$ cat src/rtl/serial_pkg.sv
// Shared definitions for the serial deserializer: FSM encoding, default width, start-bit value.
// The PARITY state exists only when PARITY_CHECK_EN is defined.
package serial_pkg;

  localparam int DEFAULT_WIDTH = 4;
  localparam logic START_BIT = 1'b1;

  typedef enum logic [1:0] {
    IDLE   = 2'd0,
    DATA   = 2'd1
`ifdef PARITY_CHECK_EN
    ,
    PARITY = 2'd2
`endif
  } state_t;

endpackage

$ cat src/rtl/serial_deserializer_if.sv
// Serial input / parallel valid-ready output bundle of the deserializer.
// The slave modport is the deserializer side, master is the driving/consuming side.
interface serial_deserializer_if
  import serial_pkg::*;
#(
  parameter int WIDTH = DEFAULT_WIDTH
);

  logic             bit_in;
  logic             bit_valid;
  logic             out_ready;
  logic             overrun_clr;
  logic [WIDTH-1:0] word_out;
  logic             word_valid;
  logic             overrun;
  logic             parity_err;

  modport master (
    output bit_in, bit_valid, out_ready, overrun_clr,
    input  word_out, word_valid, overrun, parity_err
  );

  modport slave (
    input  bit_in, bit_valid, out_ready, overrun_clr,
    output word_out, word_valid, overrun, parity_err
  );

endinterface

$ cat src/rtl/deser_bit_counter.sv
// Data-bit counter for the deserializer: enable, synchronous load-zero, and a flag on the
// final data bit of a frame.
module deser_bit_counter
  import serial_pkg::*;
#(
  parameter int WIDTH = DEFAULT_WIDTH
) (
  input  logic clock,
  input  logic clear,
  input  logic enable,
  input  logic load_zero,
  output logic last_data
);

  localparam int CW = $clog2(WIDTH + 1);

  logic [CW-1:0] count;

  // NOTE: sequential state uses non-blocking assignments so every flop updates from pre-edge values.
  always_ff @(posedge clock or posedge clear) begin
    if (clear) begin
      count <= '0;
    end else if (load_zero) begin
      count <= '0;
    end else if (enable) begin
      count <= count + CW'(1);
    end
  end

  assign last_data = (count == CW'(WIDTH - 1));

endmodule

$ cat src/rtl/serial_deserializer.sv
// Serial-to-parallel deserializer: start-bit detect, MSB-first assembly, one-word output buffer
// with overrun flag. Optional even-parity check is enabled by defining PARITY_CHECK_EN.
module serial_deserializer
  import serial_pkg::*;
#(
  parameter int WIDTH = DEFAULT_WIDTH
) (
  input  logic                  clock,
  input  logic                  clear,
  serial_deserializer_if.slave  bus
);

  state_t           state, state_next;
  logic [WIDTH-1:0] sh, sh_next;
  logic             cnt_en, cnt_zero, last_data;
  logic             complete;
  logic [WIDTH-1:0] complete_word;
  logic [WIDTH-1:0] word_q;
  logic             valid_q, overrun_q;
  logic             accept, drop;
`ifdef PARITY_CHECK_EN
  logic             complete_perr;
  logic             perr_q;
`endif

  deser_bit_counter #(.WIDTH(WIDTH)) u_counter (
    .clock    (clock),
    .clear    (clear),
    .enable   (cnt_en),
    .load_zero(cnt_zero),
    .last_data(last_data)
  );

  always_ff @(posedge clock or posedge clear) begin
    if (clear) begin
      state <= IDLE;
      sh    <= '0;
    end else begin
      state <= state_next;
      sh    <= sh_next;
    end
  end

  // NOTE: every output gets a default first so no path through the case leaves a latch.
  always_comb begin
    state_next    = state;
    sh_next       = sh;
    cnt_en        = 1'b0;
    cnt_zero      = 1'b0;
    complete      = 1'b0;
    complete_word = sh;
`ifdef PARITY_CHECK_EN
    complete_perr = 1'b0;
`endif
    case (state)
      IDLE: begin
        if (bus.bit_valid && bus.bit_in == START_BIT) begin
          state_next = DATA;
          cnt_zero   = 1'b1;
        end
      end
      DATA: begin
        if (bus.bit_valid) begin
          sh_next = {sh[WIDTH-2:0], bus.bit_in};
          cnt_en  = 1'b1;
          if (last_data) begin
`ifdef PARITY_CHECK_EN
            state_next = PARITY;
`else
            state_next    = IDLE;
            complete      = 1'b1;
            complete_word = sh_next;
`endif
          end
        end
      end
`ifdef PARITY_CHECK_EN
      PARITY: begin
        if (bus.bit_valid) begin
          state_next    = IDLE;
          complete      = 1'b1;
          complete_perr = ^{sh, bus.bit_in};
        end
      end
`endif
      default: state_next = IDLE;
    endcase
  end

  // A finished word loads if the buffer is empty or being drained on this same edge.
  assign accept = complete && (!valid_q || bus.out_ready);
  assign drop   = complete && valid_q && !bus.out_ready;

  always_ff @(posedge clock or posedge clear) begin
    if (clear) begin
      word_q    <= '0;
      valid_q   <= 1'b0;
      overrun_q <= 1'b0;
    end else begin
      if (accept) begin
        word_q  <= complete_word;
        valid_q <= 1'b1;
      end else if (valid_q && bus.out_ready) begin
        valid_q <= 1'b0;
      end
      if (drop) begin
        overrun_q <= 1'b1;
      end else if (bus.overrun_clr) begin
        overrun_q <= 1'b0;
      end
    end
  end

`ifdef PARITY_CHECK_EN
  always_ff @(posedge clock or posedge clear) begin
    if (clear) begin
      perr_q <= 1'b0;
    end else if (accept) begin
      perr_q <= complete_perr;
    end
  end
  assign bus.parity_err = perr_q;
`else
  assign bus.parity_err = 1'b0;
`endif

  assign bus.word_out   = word_q;
  assign bus.word_valid = valid_q;
  assign bus.overrun    = overrun_q;

endmodule

$ cat src/flat_wrapper.sv
// flat-port wrapper written by rule: the top's interface ports become plain ports
module serial_deserializer_flat import serial_pkg::*;
#(
  parameter int WIDTH = DEFAULT_WIDTH
)
  (clock, clear, bus_bit_in, bus_bit_valid, bus_out_ready, bus_overrun_clr, bus_word_out, bus_word_valid, bus_overrun, bus_parity_err);
  serial_deserializer_if #(.WIDTH(WIDTH)) bus_i ();
  input  logic clock;
  input  logic clear;
  input wire logic [$bits(bus_i.bit_in)-1:0] bus_bit_in;
  input wire logic [$bits(bus_i.bit_valid)-1:0] bus_bit_valid;
  input wire logic [$bits(bus_i.out_ready)-1:0] bus_out_ready;
  input wire logic [$bits(bus_i.overrun_clr)-1:0] bus_overrun_clr;
  output wire logic [$bits(bus_i.word_out)-1:0] bus_word_out;
  output wire logic [$bits(bus_i.word_valid)-1:0] bus_word_valid;
  output wire logic [$bits(bus_i.overrun)-1:0] bus_overrun;
  output wire logic [$bits(bus_i.parity_err)-1:0] bus_parity_err;
  assign bus_i.bit_in = bus_bit_in;
  assign bus_i.bit_valid = bus_bit_valid;
  assign bus_i.out_ready = bus_out_ready;
  assign bus_i.overrun_clr = bus_overrun_clr;
  assign bus_word_out = bus_i.word_out;
  assign bus_word_valid = bus_i.word_valid;
  assign bus_overrun = bus_i.overrun;
  assign bus_parity_err = bus_i.parity_err;
  serial_deserializer #(.WIDTH(WIDTH)) u_core (.clock(clock), .clear(clear), .bus(bus_i));
endmodule
$ cat config.mk
export PLATFORM = sky130hd
export DESIGN_NAME = serial_deserializer_flat
export DESIGN_NICKNAME = d
export VERILOG_FILES = /design/src/rtl/serial_pkg.sv /design/src/rtl/serial_deserializer_if.sv /design/src/rtl/deser_bit_counter.sv /design/src/rtl/serial_deserializer.sv /design/src/flat_wrapper.sv
export SDC_FILE = /design/constraint.sdc
export NUM_CORES = 1
export LEC_CHECK = 0
export CAP_MARGIN = 30
export CORE_MARGIN = 1
export CORE_UTILIZATION = 40
export DETAILED_ROUTE_END_ITERATION = 12
export GPL_TIMING_DRIVEN = 0
export PLACE_DENSITY = 0.81
export SYNTH_ARGS = -nofsm -noshare
export SYNTH_HDL_FRONTEND = slang
export SYNTH_SLANG_ARGS = --single-unit
$ cat constraint.sdc
create_clock -name clock -period 1.3 [get_ports clock]
set_input_delay 0.26 -clock clock [delete_from_list [all_inputs] [get_ports clock]]
set_output_delay 0.26 -clock clock [all_outputs]
set_load 0.1 [all_outputs]
* After elaboration in Yosys (flattened, before gate mapping)
Cells that the tools add are included.
Word-level totals: register bits 15, input port bits 6
Cells by class: add/sub/neg operators 1, eq/ne operators 5, muxes and demuxes 20, reductions and logical operators 14
Operators by type and width (count):
- $mux W4 | 3
- $mux W1 | 11
- $mux W2 | 3
- $mux W3 | 2
- $reduce_bool A2 Y1 | 3
- $logic_and A1 B1 Y1 | 5
- $ne A2 B1 Y1 const B | 2
- $pmux W2 S2 | 1
- $add A3 B1 Y3 const B | 1
- $eq A3 B2 Y1 const B | 1
- $reduce_and A3 Y1 | 1
- $eq A2 B1 Y1 const B | 1
- $logic_not A1 Y1 | 2
- $logic_not A2 Y1 | 1
- $ne A2 B2 Y1 const B | 1
- $reduce_and A2 Y1 | 1
- $logic_or A1 B1 Y1 | 1

* Logic depth before layout (Yosys ltp)
Gate-level depths: netlist of run 1.
depth in word-level cells 7, depth in mapped cells 5, mapped depth without buffers 5

* By module
Synthesis of run 1 repeated with hierarchy kept, for this count alone.
Unflattened totals: cell total of the unflattened synthesis 45, area total of the unflattened synthesis 565.5 um^2
Modules (own cells, without submodules):
- serial_deserializer | times used 1, cells each 32, area an instance 420.4 um^2, sequential area each 250.2 um^2
- deser_bit_counter | times used 1, cells each 13, area an instance 145.1 um^2, sequential area each 75.1 um^2

* Worst setup path before layout of run 1
No wires, ideal clock.
path kind flip-flop to flip-flop, from register u_core.valid_q (netlist: u_core.bus.word_valid), to register u_core.word_q[0] (netlist: u_core.bus.word_out[0]), arrival time 1.511 ns, required time 1.175 ns, path slack -0.336 ns, cell stages (with the launch flop) 4, period minus slack after synthesis 1.636 ns, cells stage by stage dfrtp_1 nand2b_1 nor2b_4 mux2_2
Between the ends: longest elaborated chain between the ends 3
RTL lines:
- start, declared | RTL line serial_deserializer.sv:19 | logic valid_q, overrun_q;
- start signal, assigned | RTL line serial_deserializer.sv:97 | valid_q <= 1'b0;
- start signal, assigned | RTL line serial_deserializer.sv:102 | valid_q <= 1'b1;
- start signal, assigned | RTL line serial_deserializer.sv:104 | valid_q <= 1'b0;
- $logic_not A1 Y1 | RTL line serial_deserializer.sv:91 | assign accept = complete && (!valid_q || bus.out_ready);
- $logic_or A1 B1 Y1 | RTL line serial_deserializer.sv:91
- $logic_and A1 B1 Y1 | RTL line serial_deserializer.sv:91
- end signal, assigned | RTL line serial_deserializer.sv:101 | word_q <= complete_word;
- end, declared | RTL line serial_deserializer.sv:18 | logic [WIDTH-1:0] word_q;
No other way between the ends. A chain may end at the register's enable or synchronous reset.

* Worst setup path in the final report of run 1
from register u_core.u_counter.count[0], to register u_core.word_q[1] (netlist: u_core.bus.word_out[1])
Between the ends: longest elaborated chain between the ends 5
RTL lines:
- start, declared | RTL line deser_bit_counter.sv:17 | logic [CW-1:0] count;
- start signal, assigned | RTL line deser_bit_counter.sv:26 | count <= count + CW'(1);
- $eq A3 B2 Y1 (*) | RTL line deser_bit_counter.sv:30 | assign last_data = (count == CW'(WIDTH - 1));
- $mux W1 | RTL line serial_deserializer.sv:66 | if (last_data) begin
- $mux W1 | RTL line serial_deserializer.sv:63 | if (bus.bit_valid) begin
- $mux W1 | RTL line serial_deserializer.sv:55 | case (state)
- $logic_and A1 B1 Y1 | RTL line serial_deserializer.sv:91
Every way passes the cells marked *; elsewhere a longest branch is shown, timed or not.

==> run_results.csv, run 1 <==
group,metric,value,unit
run_status,status,"complete, but fails checks",
run_status,failed_checks,"setup timing",
cells_and_area,final_cell_mix,"dfrtp_1 (12), buf_4 (9), mux2_2 (6)",
die,core-area,1170,um2
routing,drt_iter0_drc,6,
synthesis,ys_warn_count,0,
routing,route.vias.total,356,
die,start_util,46.0,%
timing,slew_viol_final,0,
cts,numCtsBuffers,3,
cts,cts.sinks,13,
global_routing,grt_overflow,0,
cts,clock_latency,0.27,ns
die,fp.dieH,38.7,um
cells_and_area,fin_area,731,um2
cells_and_area,n_fill_cell,101,
placed_design,place_area,701,um2
timing,rsz0062_at_grt,"yes",
timing,setup_viol,4,
die,die-area,1500,um2
placed_design,gp_congestion,0.633,
cells_and_area,layout-drive-gt1-share,43.1,%
job,maxCapViolCount,0,
cts,clkTransAtPathRegs,0.07,ns
timing,postLayoutSetupSlackWorst,-0.127,ns
timing,fin_worst_skew,0.00141,ns
cells_and_area,nets,67,
routing,drtAntennaViolNets,0,
setup_path,cp_max_fo,4,
setup_path,ff2ff_path_depth,5,
timing,fin_crit,1.43,ns
setup_path,crit_path_start_kind,"flop",
synthesis,synth-seq-area-share,60.3,%
cts,clockRootBuffer,"clkbuf_4",
routing,wl_per_cell,11.6,um
synthesis,ys_ff_latch,13,
setup_path,required,1.46,ns
global_routing,grt_start_max_net_pins,14,
placed_design,io_buffer_count,11,
min_path,hold_class,"primary input to async pin",
die,io_pins,13,
setup_path,worstReg2RegStart,"u_core.u_counter.count[0]",
routing,routed_via_density,4.94,
placed_design,dp.final_hpwl,600,um
synthesis,synth_cells,41,
synthesis,syn_nets,49,
global_routing,grt_pass1_vias,327,
cells_and_area,final_common_cell,"dfrtp_1",
global_routing,antenna_found_initial,0,
cts,cts-htree-levels,1,
die,num_rows,12,
routing,dr.pass1.iters,4,
global_routing,grt_usage,13.7,%
setup_path,critPathCaptureType,"flop",
setup_path,arrival,1.59,ns
setup_path,reg2reg_to,"u_core.bus.word_out[1]",
cells_and_area,area_growth,35.5,%
timing,hold_viol_final,0,
setup_path,critPathLaunch,"u_core.u_counter.count[0]",
setup_path,worstSetupPathType,"flop to flop",
timing,timing.fmax,701,MHz
synthesis,synth_cell_types,15,
die,dieWidth,38.7,um
synthesis,netlist_area,539,um2
global_routing,grt_pass1_wl,1340,um
synthesis,syn_avg_cell_area,13.2,um2
cts,cts_tree,"yes",
routing,drc,0,
setup_path,endpoint,"u_core.bus.word_out[1]",
routing,wl,836,um
cts,clockBufferDepth,2,
timing,min_period_over_period,110,%
setup_path,ff2ff_setup_slack,-0.13,ns
cells_and_area,diodes,0,
==> synth_stat cells, drive strengths merged <==
cell / n / area [um2]
a21oi: 1 / 5.00
a31oi: 1 / 6.26
a32o: 1 / 10.0
buf: 1 / 7.51
conb: 1 / 3.75
dfrtp: 13 / 325
ha: 2 / 25.0
inv: 3 / 11.3
mux2: 7 / 78.8
nand2: 4 / 15.0
nand2b: 1 / 6.26
nand3: 1 / 10.0
nor2b: 1 / 13.8
o21ai: 3 / 15.0
o22ai: 1 / 6.26
==> state kept, by name, indices dropped and copies added, names as in the netlist <==
name and cells:
u_core.state 1, u_core.bus.word_out 4, u_core.u_counter.count 3, u_core.bus.word_valid 1, u_core.bus.overrun 1, u_core.sh 3
==> layer usage <==
metal | global-route usage, % | part of all wire [%] | vias up
met3 | 3.47 | 5.5 | 2
met1 | 18.2 | 48 | 167
met4 | 9.48 | 1.1 | 0
met2 | 19.2 | 45 | 10
li1 | - | - | 177
met5 | 0 | 0 | -
==> metrics by stage <==
| stage | TNS [ns] | setup slack, ns | std cells | utilization [%] | hold slack (ns) |
|---|---|---|---|---|---|
| after floorplan | -0.227 | -0.0568 | 41 | - | 0.137 |
| after global placement | -4.66 | -0.488 | 66 | 59.8 | 0.468 |
| after detailed placement | -4.83 | -0.494 | 66 | 59.8 | 0.480 |
| after CTS | -0.521 | -0.139 | 71 | 61.8 | 0.314 |
| after global routing | -0.724 | -0.191 | 72 | 62.4 | 0.356 |
| final | -0.468 | -0.127 | 72 | 62.4 | 0.302 |
==> timing repair <==
item | CTS | global route
hold buffers | 0 | 0
gates resized for setup | 37 | 0
pin swaps | 1 | 0
hold endpoints to repair | 0 | 0
endpoints found under the setup margin | 10 | 4
buffers inserted | 1 | 1
==> critical path: stages, from the launching register on <==
cell     delay, ns
dfrtp_1       0.37
ha_2          0.20
ha_4          0.14
nand3_4       0.08
nor2b_4       0.18
mux2_2        0.35
==> worst min-delay path by stage <==
stage                                            to  slack [ns]  cells past startpoint
after global placement    u_core.u_counter.count[2]        0.47                      2
after global routing             u_core.bus.overrun        0.36                      2
after floorplan                  u_core.bus.overrun        0.14                      1
after detailed placement  u_core.u_counter.count[2]        0.48                      2
final                         u_core.bus.word_valid        0.30                      2
after CTS                     u_core.bus.word_valid        0.31                      2
==> cells by family after synthesis <==
| family | count (synthesis) | synth area share [%] |
|---|---|---|
| AOI/OAI and AO/OA | 7 | 7.89 |
| other | 1 | 0.695 |
| buffers and inverters | 4 | 3.48 |
| DFF | 13 | 60.3 |
| and+or+nand+nor | 7 | 8.35 |
| muxes | 7 | 14.6 |
| adders and majority gates | 2 | 4.64 |
==> final cells by class <==
cell class	count	area (um2)	share of cell area [%]
plain buffers	1	7.51	1.03
clock buffers	4	26.3	3.60
inverters	3	11.3	1.54
multi-input cells	24	229	31.3
flip-flops and latches	13	329	45.0
well taps	14	17.5	2.40
repair buffers	13	110	15.1
Power of run 1 is not shown: default switching activity piles up to over one toggle a cycle in this logic, so the estimate is an artifact.
==> run 2, diff against run 1 <==
--- a/config.mk
+++ b/config.mk
@@ -9,7 +9,6 @@
 export CORE_MARGIN = 1
 export CORE_UTILIZATION = 40
 export DETAILED_ROUTE_END_ITERATION = 12
-export GPL_TIMING_DRIVEN = 0
 export PLACE_DENSITY = 0.81
 export SYNTH_ARGS = -nofsm -noshare
 export SYNTH_HDL_FRONTEND = slang
==> run_results.csv, run 2 (same netlist as run 1, synthesis figures left out) <==
group,metric,value,unit
die,die-area,1500,um2
setup_path,ff2ff_path_depth,5,
placed_design,io_buffer_count,11,
routing,route.vias.total,400,
timing,hold_viol_final,0,
setup_path,reg2reg_to,"u_core.bus.word_out[3]",
job,maxCapViolCount,0,
setup_path,worstSetupPathType,"flop to flop",
die,fp.dieH,38.7,um
cells_and_area,nets,72,
global_routing,grt_overflow,0,
routing,routed_via_density,5.19,
run_status,failed_checks,"setup timing",
pwr,peakVddDrop,1.71,mV
setup_path,worstReg2RegStart,"u_core.u_counter.count[0]",
cts,clkTransAtPathRegs,0.08,ns
cts,cts_tree,"yes",
cells_and_area,layout-drive-gt1-share,47.6,%
global_routing,grt_start_max_net_pins,11,
routing,dr.pass1.iters,4,
pwr,power,2.32,mW
global_routing,grt_pass1_vias,398,
timing,rsz0062_at_grt,"yes",
cells_and_area,diodes,0,
die,num_rows,12,
global_routing,antenna_found_initial,0,
global_routing,grt_usage,16.7,%
cts,cts-htree-levels,1,
setup_path,critPathCaptureType,"flop",
timing,slew_viol_final,0,
setup_path,crit_path_start_kind,"flop",
run_status,status,"complete, but fails checks",
timing,min_period_over_period,110,%
cells_and_area,final_common_cell,"dfrtp_1",
cts,clockBufferDepth,2,
die,start_util,46.0,%
cts,hold_buffers,0,
timing,timing.fmax,697,MHz
pwr,p_leak,0.381,nW
routing,wl_per_cell,13.6,um
setup_path,arrival,1.59,ns
global_routing,grt_pass1_wl,1600,um
setup_path,cp_max_fo,4,
placed_design,dp.final_hpwl,812,um
min_path,hold_class,"primary input to async pin",
timing,postLayoutSetupSlackWorst,-0.134,ns
timing,fin_hold_ws,0.151,ns
cells_and_area,area_growth,56.4,%
die,io_pins,13,
cts,cts.sinks,13,
cells_and_area,final_cell_mix,"dfrtp_1 (12), buf_4 (8), mux2_2 (6), buf_12 (6), clkdlybuf4s50_1 (5)",
setup_path,required,1.46,ns
timing,fin_crit,1.43,ns
placed_design,dp_slack,-0.303,ns
timing,setup_viol,4,
pwr,power_density,2760,nW/um2
routing,drt_iter0_drc,12,
cells_and_area,largest_reg_flops,4,
routing,wl,1040,um
die,core-area,1170,um2
cells_and_area,layout.cells.non_filler,77,
cts,clock_latency,0.27,ns
placed_design,gp_congestion,0.791,
placed_design,dp.cells,71,
timing,fin_worst_skew,0.00521,ns
timing,fin_tns_setup,-0.491,ns
routing,drc,0,
routing,drtAntennaViolNets,0,
setup_path,ff2ff_setup_slack,-0.13,ns
cts,numCtsBuffers,3,
cts,clockRootBuffer,"clkbuf_4",
die,dieWidth,38.7,um
[run 2: cell types whose count changed in the layout (fill, tap and decap cells not counted)]
cell / previous run / this run
buf_12: 0 / 6
buf_4: 9 / 8
[run 2: per-layer routing]
layer	up-vias	track usage, %	wire, um
met5	-	0	0
met4	0	12.9	32
met3	7	5.78	70
met2	15	27.5	517
met1	194	16.9	423
li1	184	-	-
[run 2: worst max path at each step]
| stage | start | end | slack, ns |
|---|---|---|---|
| floorplan | u_core.bus.word_valid | u_core.bus.word_out[0] | -0.06 |
| global placement | bus_bit_valid | u_core.bus.word_out[1] | -0.27 |
| detailed placement | bus_bit_valid | u_core.bus.word_out[2] | -0.30 |
| CTS | u_core.u_counter.count[1] | u_core.bus.word_out[2] | -0.13 |
| global route | u_core.u_counter.count[1] | u_core.bus.word_out[3] | -0.17 |
| finish | u_core.u_counter.count[0] | u_core.bus.word_out[3] | -0.13 |
[run 2: timing repair]
item | 4_1_cts | 5_1_grt
gates resized for setup | 0 | 1
setup buffers | 1 | 1
setup endpoints to repair | 4 | 4
[run 2: final cells by class]
type | count | area, um2
Clock buffer | 4 | 26.3
Fill cell | 87 | 328
Inverter | 3 | 11.3
Multi-Input combinational cell | 24 | 229
Sequential cell | 13 | 329
Tap cell | 14 | 17.5
Timing Repair Buffer | 19 | 230
[run 2: power by group]
part,total [mW],switching [mW],internal [mW]
Sequential,0.758,0.174,0.584
Clock,0.247,0.128,0.119
Combinational,1.32,0.747,0.572
[run 2: stage by stage]
| stage | area (um2) | util [%] |
|---|---|---|
| detailed placement | 798 | 68.2 |
| floorplan | 573 | - |
| global route | 843 | 72.0 |
| CTS | 832 | 71.0 |
| finish | 843 | 72.0 |
| global placement | 798 | 68.2 |
[run 2: worst max-delay path: stages, from the launching register on]
cell and delay, ns:
dfrtp_1 0.36, ha_2 0.20, ha_4 0.14, nand3_4 0.08
nor2b_4 0.18, mux2_2 0.35
(Power assumes the default switching activity.)
==> run 3, diff against run 2 <==
--- a/config.mk
+++ b/config.mk
@@ -5,6 +5,7 @@
 export SDC_FILE = /design/constraint.sdc
 export NUM_CORES = 1
 export LEC_CHECK = 0
+export ABC_CLOCK_PERIOD_IN_PS = 1300
 export CAP_MARGIN = 30
 export CORE_MARGIN = 1
 export CORE_UTILIZATION = 40
==> results of run 3 <==
Same layout as run 2: the final DEF is identical, and so are final timing and power.
